`config.mk`:
```
export PLATFORM = sky130hd
export DESIGN_NAME = board_scan_ctrl_flat
export DESIGN_NICKNAME = d
export VERILOG_FILES = /design/src/rtl/board_scan_ctrl_if.sv /design/src/rtl/board_scan_ctrl.sv /design/src/flat_wrapper.sv
export SDC_FILE = /design/constraint.sdc
export NUM_CORES = 1
export LEC_CHECK = 0
export CORE_AREA = 8 8 142 144
export DETAILED_ROUTE_END_ITERATION = 12
export DIE_AREA = 0 0 150 152
export PLACE_DENSITY = 0.75
export SLEW_MARGIN = 20
export SYNTH_ARGS = -nofsm -noshare
export SYNTH_HDL_FRONTEND = slang
export SYNTH_SLANG_ARGS = --single-unit
```
`constraint.sdc`:
```
create_clock -name clk -period 3.23 [get_ports clk]
set_input_delay 0.323 -clock clk [delete_from_list [all_inputs] [get_ports clk]]
set_output_delay 0.323 -clock clk [all_outputs]
set_load 0.03 [all_outputs]
```
`src/rtl/board_scan_ctrl_if.sv`:
```
// Layout handshake bundle between board_scan_ctrl and its consumer.
// SCAN_DIFF_EN adds the changed-square mask to the bundle.
interface board_scan_ctrl_if;
  logic [63:0] layout;
  logic        layout_valid;
  logic        layout_ready;
`ifdef SCAN_DIFF_EN
  logic [63:0] diff;

  modport master (
    output layout,
    output layout_valid,
    output diff,
    input  layout_ready
  );

  modport slave (
    input  layout,
    input  layout_valid,
    input  diff,
    output layout_ready
  );
`else
  modport master (
    output layout,
    output layout_valid,
    input  layout_ready
  );

  modport slave (
    input  layout,
    input  layout_valid,
    output layout_ready
  );
`endif
endinterface

```
`src/rtl/board_scan_ctrl.sv`:
```
// Row-scanned 8x8 board sensor with frame debounce and layout handshake.
// Optional macro SCAN_DIFF_EN adds a registered changed-square mask.
module board_scan_ctrl #(
  parameter int SETTLE_CYCLES = 4,
  parameter int STABLE_FRAMES = 3
) (
  input  logic       clk,
  input  logic       reset,
  input  logic       scan_en,
  input  logic [7:0] c,
  output logic [7:0] r,
  output logic       scanning,
  board_scan_ctrl_if.master bus
);

  localparam logic [3:0] SETTLE_LAST =
    4'(SETTLE_CYCLES - 1);
  localparam logic [2:0] STABLE_MAX =
    3'(STABLE_FRAMES);

  typedef enum logic [1:0] {
    S_IDLE,
    S_DRIVE,
    S_SAMPLE,
    S_COMPARE
  } state_t;

  state_t      r_state;
  state_t      w_state_nxt;

  logic [2:0]  r_row;
  logic [3:0]  r_cnt;
  logic [63:0] r_frame;
  logic [63:0] r_cand;
  logic [2:0]  r_stab;
  logic        r_published;
  logic [63:0] r_layout;
  logic        r_valid;

  logic [5:0]  w_slot;
  logic        w_match;
  logic [63:0] w_cand_nxt;
  logic [2:0]  w_stab_nxt;
  logic        w_publish;
  logic        w_settled;

  // Row k lives at bit 56-8k, i.e. 8*(7-k)
  assign w_slot    = {~r_row, 3'b000};
  assign w_settled = (r_cnt == SETTLE_LAST);

  // ---------------- state register
  always_ff @(posedge clk or negedge reset) begin
    if (!reset) begin
      r_state <= S_IDLE;
    end else begin
      r_state <= w_state_nxt;
    end
  end

  // ---------------- next state
  always_comb begin
    w_state_nxt = r_state;
    unique case (r_state)
      S_IDLE: begin
        if (scan_en) begin
          w_state_nxt = S_DRIVE;
        end
      end
      S_DRIVE: begin
        if (w_settled) begin
          w_state_nxt = S_SAMPLE;
        end
      end
      S_SAMPLE: begin
        if (r_row == 3'd7) begin
          w_state_nxt = S_COMPARE;
        end else begin
          w_state_nxt = S_DRIVE;
        end
      end
      S_COMPARE: begin
        if (scan_en) begin
          w_state_nxt = S_DRIVE;
        end else begin
          w_state_nxt = S_IDLE;
        end
      end
      default: begin
        w_state_nxt = S_IDLE;
      end
    endcase
  end

  // ---------------- outputs
  always_comb begin
    r        = 8'h00;
    scanning = 1'b0;
    unique case (r_state)
      S_IDLE: begin
        r        = 8'h00;
        scanning = 1'b0;
      end
      S_DRIVE,
      S_SAMPLE: begin
        r        = 8'h01 << r_row;
        scanning = 1'b1;
      end
      S_COMPARE: begin
        r        = 8'h00;
        scanning = 1'b1;
      end
      default: begin
        r        = 8'h00;
        scanning = 1'b0;
      end
    endcase
  end

  // ---------------- row sequencing and capture
  always_ff @(posedge clk or negedge reset) begin
    if (!reset) begin
      r_row   <= 3'd0;
      r_cnt   <= 4'd0;
      r_frame <= 64'd0;
    end else begin
      unique case (r_state)
        S_IDLE: begin
          r_row <= 3'd0;
          r_cnt <= 4'd0;
        end
        S_DRIVE: begin
          if (w_settled) begin
            r_cnt <= 4'd0;
          end else begin
            r_cnt <= r_cnt + 4'd1;
          end
        end
        S_SAMPLE: begin
          r_frame[w_slot +: 8] <= c;
          // Row 7 wraps to 0, ready for the next frame
          r_row <= r_row + 3'd1;
          r_cnt <= 4'd0;
        end
        S_COMPARE: begin
          r_row <= 3'd0;
          r_cnt <= 4'd0;
        end
        default: begin
          r_row <= 3'd0;
          r_cnt <= 4'd0;
        end
      endcase
    end
  end

  // ---------------- debounce
  assign w_match = (r_frame == r_cand);

  always_comb begin
    w_cand_nxt = r_cand;
    w_stab_nxt = r_stab;
    if (!w_match) begin
      w_cand_nxt = r_frame;
      w_stab_nxt = 3'd1;
    end else if (r_stab != STABLE_MAX) begin
      w_stab_nxt = r_stab + 3'd1;
    end
  end

  // First publish after reset goes out even if equal to layout
  assign w_publish =
    (r_state == S_COMPARE) &&
    (w_stab_nxt == STABLE_MAX) &&
    !r_valid &&
    ((w_cand_nxt != r_layout) || !r_published);

  always_ff @(posedge clk or negedge reset) begin
    if (!reset) begin
      r_cand <= 64'd0;
      r_stab <= 3'd0;
    end else if (r_state == S_COMPARE) begin
      r_cand <= w_cand_nxt;
      r_stab <= w_stab_nxt;
    end
  end

  // ---------------- layout handshake
  always_ff @(posedge clk or negedge reset) begin
    if (!reset) begin
      r_layout    <= 64'd0;
      r_valid     <= 1'b0;
      r_published <= 1'b0;
    end else begin
      if (r_valid && bus.layout_ready) begin
        r_valid <= 1'b0;
      end else if (w_publish) begin
        r_valid <= 1'b1;
      end
      if (w_publish) begin
        r_layout    <= w_cand_nxt;
        r_published <= 1'b1;
      end
    end
  end

  assign bus.layout       = r_layout;
  assign bus.layout_valid = r_valid;

`ifdef SCAN_DIFF_EN
  logic [63:0] r_diff;

  always_ff @(posedge clk or negedge reset) begin
    if (!reset) begin
      r_diff <= 64'd0;
    end else if (w_publish) begin
      r_diff <= w_cand_nxt ^ r_layout;
    end
  end

  assign bus.diff = r_diff;
`endif

endmodule

```
`src/flat_wrapper.sv`:
```
// flat-port wrapper written by rule: the top's interface ports become plain ports
module board_scan_ctrl_flat 
#(
  parameter int SETTLE_CYCLES = 4,
  parameter int STABLE_FRAMES = 3
)
  (clk, reset, scan_en, c, r, scanning, bus_layout, bus_layout_valid, bus_layout_ready);
  board_scan_ctrl_if bus_i ();
  input  logic clk;
  input  logic reset;
  input  logic scan_en;
  input  logic [7:0] c;
  output logic [7:0] r;
  output logic scanning;
  output wire logic [$bits(bus_i.layout)-1:0] bus_layout;
  output wire logic [$bits(bus_i.layout_valid)-1:0] bus_layout_valid;
  input wire logic [$bits(bus_i.layout_ready)-1:0] bus_layout_ready;
  assign bus_layout = bus_i.layout;
  assign bus_layout_valid = bus_i.layout_valid;
  assign bus_i.layout_ready = bus_layout_ready;
  board_scan_ctrl #(.SETTLE_CYCLES(SETTLE_CYCLES), .STABLE_FRAMES(STABLE_FRAMES)) u_core (.clk(clk), .reset(reset), .scan_en(scan_en), .c(c), .r(r), .scanning(scanning), .bus(bus_i));
endmodule
```
==> impl_metrics.yaml, run 1 <==
outcome:
  outcome: "completed"
route:
  wl_per_cell_um: 22.6
  postRouteWirelength_um: 23600
  route.detailed.drc: 0
  ant_nets: 0
  vias_per_cell: 5.63
  route.vias.total: 5904
  drt-initial-drc-count: 292
  dr.pass1.iters: 4
sta:
  slew_headroom: 0.355
  setup_viol: 0
  timing.setup.tns_ns: 0
  worst_pin_slew_ns: 0.968
  slew_viol_final: 0
  min_period_over_period: 0.934
  min_period_ns: 3.02
  fmax_ghz: 0.332
  finClkSkew_ns: 0.0145
  rsz0062_at_grt: "no"
  hold_viol_final: 0
finish:
  seqCellArea_um2: 5150
  nFillCells: 1307
  drive_gt1_frac: 0.294
  multi_input_area_um2: 4350
  diodes: 0
  fin_util: 0.657
  final_nets: 829
  syn_to_final_growth_pct: 20.4
critical_path:
  crit_path_start_kind: "flip-flop"
  path_class: "reg2reg"
  critPathCaptureType: "flip-flop"
  worstPathRequired_ns: 3.61
  critical_path_arrival_ns: 3.40
  regToRegStartpoint: "u_core.bus.layout[39]"
  crit_fanout: 48
  cp-startpoint: "u_core.bus.layout[39]"
cts:
  ctsHtreeMaxLevel: 1
  clock_sinks: 206
  root_buffer: "clkbuf_16"
  clkTransAtPathRegs_ns: 0.06
  cts_resized: 0
  cts_inserted_buffers: 22
  cts_hold_buf: 1
  cts_buffer_depth: 3
  clk_latency_ns: 0.50
  post_cts_buffers: 0
  cts_tree: "built"
die:
  die-area_um2: 22800
  die_w_um: 150
  die-height_um: 152
  core_um2: 17800
  rows: 49
  initial_core_util: 0.546
  ios: 86
grt:
  grt_pass1_wl_um: 37000
  grt_pass1_vias: 6429
  gr-usage-all-layers: 0.209
  gr-total-overflow: 0
  grt_max_degree: 77
  antenna_found_initial: 0
hold_path:
  min_from: "bus_layout_ready"
  hold_class: "in2reg"
synth:
  synth_edf_count: 0
  yosysWarnings: 0
  ys_types: 40
  async_flop_share: 1.00
  yosysTopAreaCell: "dfrtp_1"
  yosys-top-cells-area: "dfrtp_1 (53%), mux2_2 (16%), mux2_4 (7.7%), xor2_1 (6.6%), xnor2_1 (4.6%)"
  syn_nets: 728
  syn_avg_cell_area_um2: 13.8
  yosys.area.top_type_share: 0.531
  synth-seq-area-share: 0.531
  syn_area_um2: 9700
  yosys_register_bits: 206
  ys.flop_type: "dfrtp_1"
  syn_inst: 702
power:
  power.leakage_nw: 5.18
  ir_drop_mv: 0.559
  combPwrFrac: 0.281
  clockPowerShare: 0.299
  cellPowerDensity_nw_per_um2: 802
  power_frac_seq: 0.420
  swShare: 0.317
  intPower_w: 0.00639
  p_switching_w: 0.00297
placed_design:
  hpwl_um: 16300
  io_buffers: 85
  gp_congestion: 0.805
run:
  cap_viol_max_count: 0
[metrics by stage]
stage | cells | worst slack, ns | area [µm²] | hold WS [ns] | power, W
after floorplan | 702 | 0.576 | 9700 | 0.0274 | 0.00574
after global placement | 1007 | 0.221 | 10900 | 0.383 | 0.00644
after detailed placement | 1007 | 0.191 | 10900 | 0.393 | 0.00659
after CTS | 1048 | 0.227 | 11700 | 0.384 | 0.00941
after global routing | 1048 | 0.123 | 11700 | 0.396 | 0.00984
final | 1048 | 0.215 | 11700 | 0.390 | 0.00936
[cells by family after synthesis]
logic type / share of synthesized area
adder cells (fa/ha/maj): 0.0181
multiplexers: 0.235
flip-flops: 0.531
AO/OA/AOI/OAI: 0.0183
XOR/XNOR: 0.112
buffers and inverters: 0.0222
AND/OR/NAND/NOR: 0.0631
[placed cells by master (no fill, tap or decap), drive strengths merged, types with 2 or more instances in the layout]
cell             n
nand2           11
and2             7
and3             3
bufinv           5
o21ai           12
mux2           184
nand2b           3
nor2b            2
clkdlybuf4s50   84
nand3b           2
nand4b           3
nand3           12
ha              14
clkbuf          30
a21boi           2
nor2             6
o22ai            3
nand4           18
inv             24
or4              2
dfrtp          206
a21oi            5
mux2i            2
buf             13
nor4            23
nor3b            3
xnor2           51
xor2            73
clkinv           5
[critical path, cell delays in order (launching register included)]
cell      delay [ns]
dfrtp_1         0.44
xnor2_1         0.28
nand4_1         0.24
nor4_1          0.51
nand4_1         0.23
o311ai_4        0.38
buf_12          0.40
mux2_2          0.38
[worst paths after layout]
kind | endpoint | slack (ns) | depth (start not counted)
max | u_core.bus.layout[56] | 0.21 | 7
min | u_core.bus.layout_valid | 0.39 | 2
max reg2reg | u_core.bus.layout[56] | 0.21 | 7
min reg2reg | u_core.r_cnt[0] | 0.48 | 1
max in group asynchronous | u_core.r_cand[48] | 1.82 | 3
min in group asynchronous | u_core.bus.layout[10] | 0.42 | 2
[metal layers]
metal / wire, µm / vias up / global-route usage
li1: - / 2676 / -
met1: 9900 / 3043 / 0.269
met2: 11700 / 153 / 0.349
met3: 1510 / 32 / 0.0428
met4: 496 / 0 / 0.0562
met5: 0 / - / 0
[state kept, by name (all words and copies together), names as in the netlist, 2 cells and up]
name	count
u_core.r_frame	64
u_core.r_cand	64
u_core.r_row	3
u_core.bus.layout	64
u_core.r_stab	3
u_core.r_cnt	4
u_core.r_state	2
[layout make-up]
| type | count | area share |
|---|---|---|
| clock buffer | 29 | 0.0538 |
| clock inverter | 11 | 0.0158 |
| inverter | 23 | 0.00739 |
| multi-input combinational | 451 | 0.372 |
| sequential | 206 | 0.441 |
| tap | 229 | 0.0245 |
| timing repair buffer | 99 | 0.0845 |
[power groups by stage]
stage	clock network, W	logic (W)	registers [W]
global placement	0	0.00254	0.00390
detailed placement	0	0.00263	0.00397
CTS	0.00283	0.00266	0.00392
finish	0.00280	0.00263	0.00393
floorplan	0	0.00195	0.00379
global route	0.00295	0.00287	0.00402
[Yosys cell counts (2+ instances only)]
master	number
nand3b_1	2
dfrtp_1	206
nor3b_1	3
inv_1	23
nand2_1	11
nor2_1	6
mux2_4	50
nor2b_1	2
nand2b_1	3
o22ai_1	3
nor4_1	21
nand4_1	18
buf_6	6
nand4b_1	3
clkbuf_1	15
xor2_1	73
and2_1	7
a21oi_1	5
mux2_2	134
o21ai_0	12
a21boi_0	2
xnor2_1	51
and3_1	3
or4_1	2
ha_1	14
nand3_1	12
mux2i_1	2
Power figures use the tool's default switching activity.
==> run 2: changes to the inputs <==
--- a/config.mk
+++ b/config.mk
@@ -8,6 +8,7 @@
 export CORE_AREA = 8 8 142 144
 export DETAILED_ROUTE_END_ITERATION = 12
 export DIE_AREA = 0 0 150 152
+export HOLD_SLACK_MARGIN = 0.05
 export PLACE_DENSITY = 0.75
 export SLEW_MARGIN = 20
 export SYNTH_ARGS = -nofsm -noshare
==> results of run 2 <==
The final DEF is identical to that of run 1; final timing and power are the same.
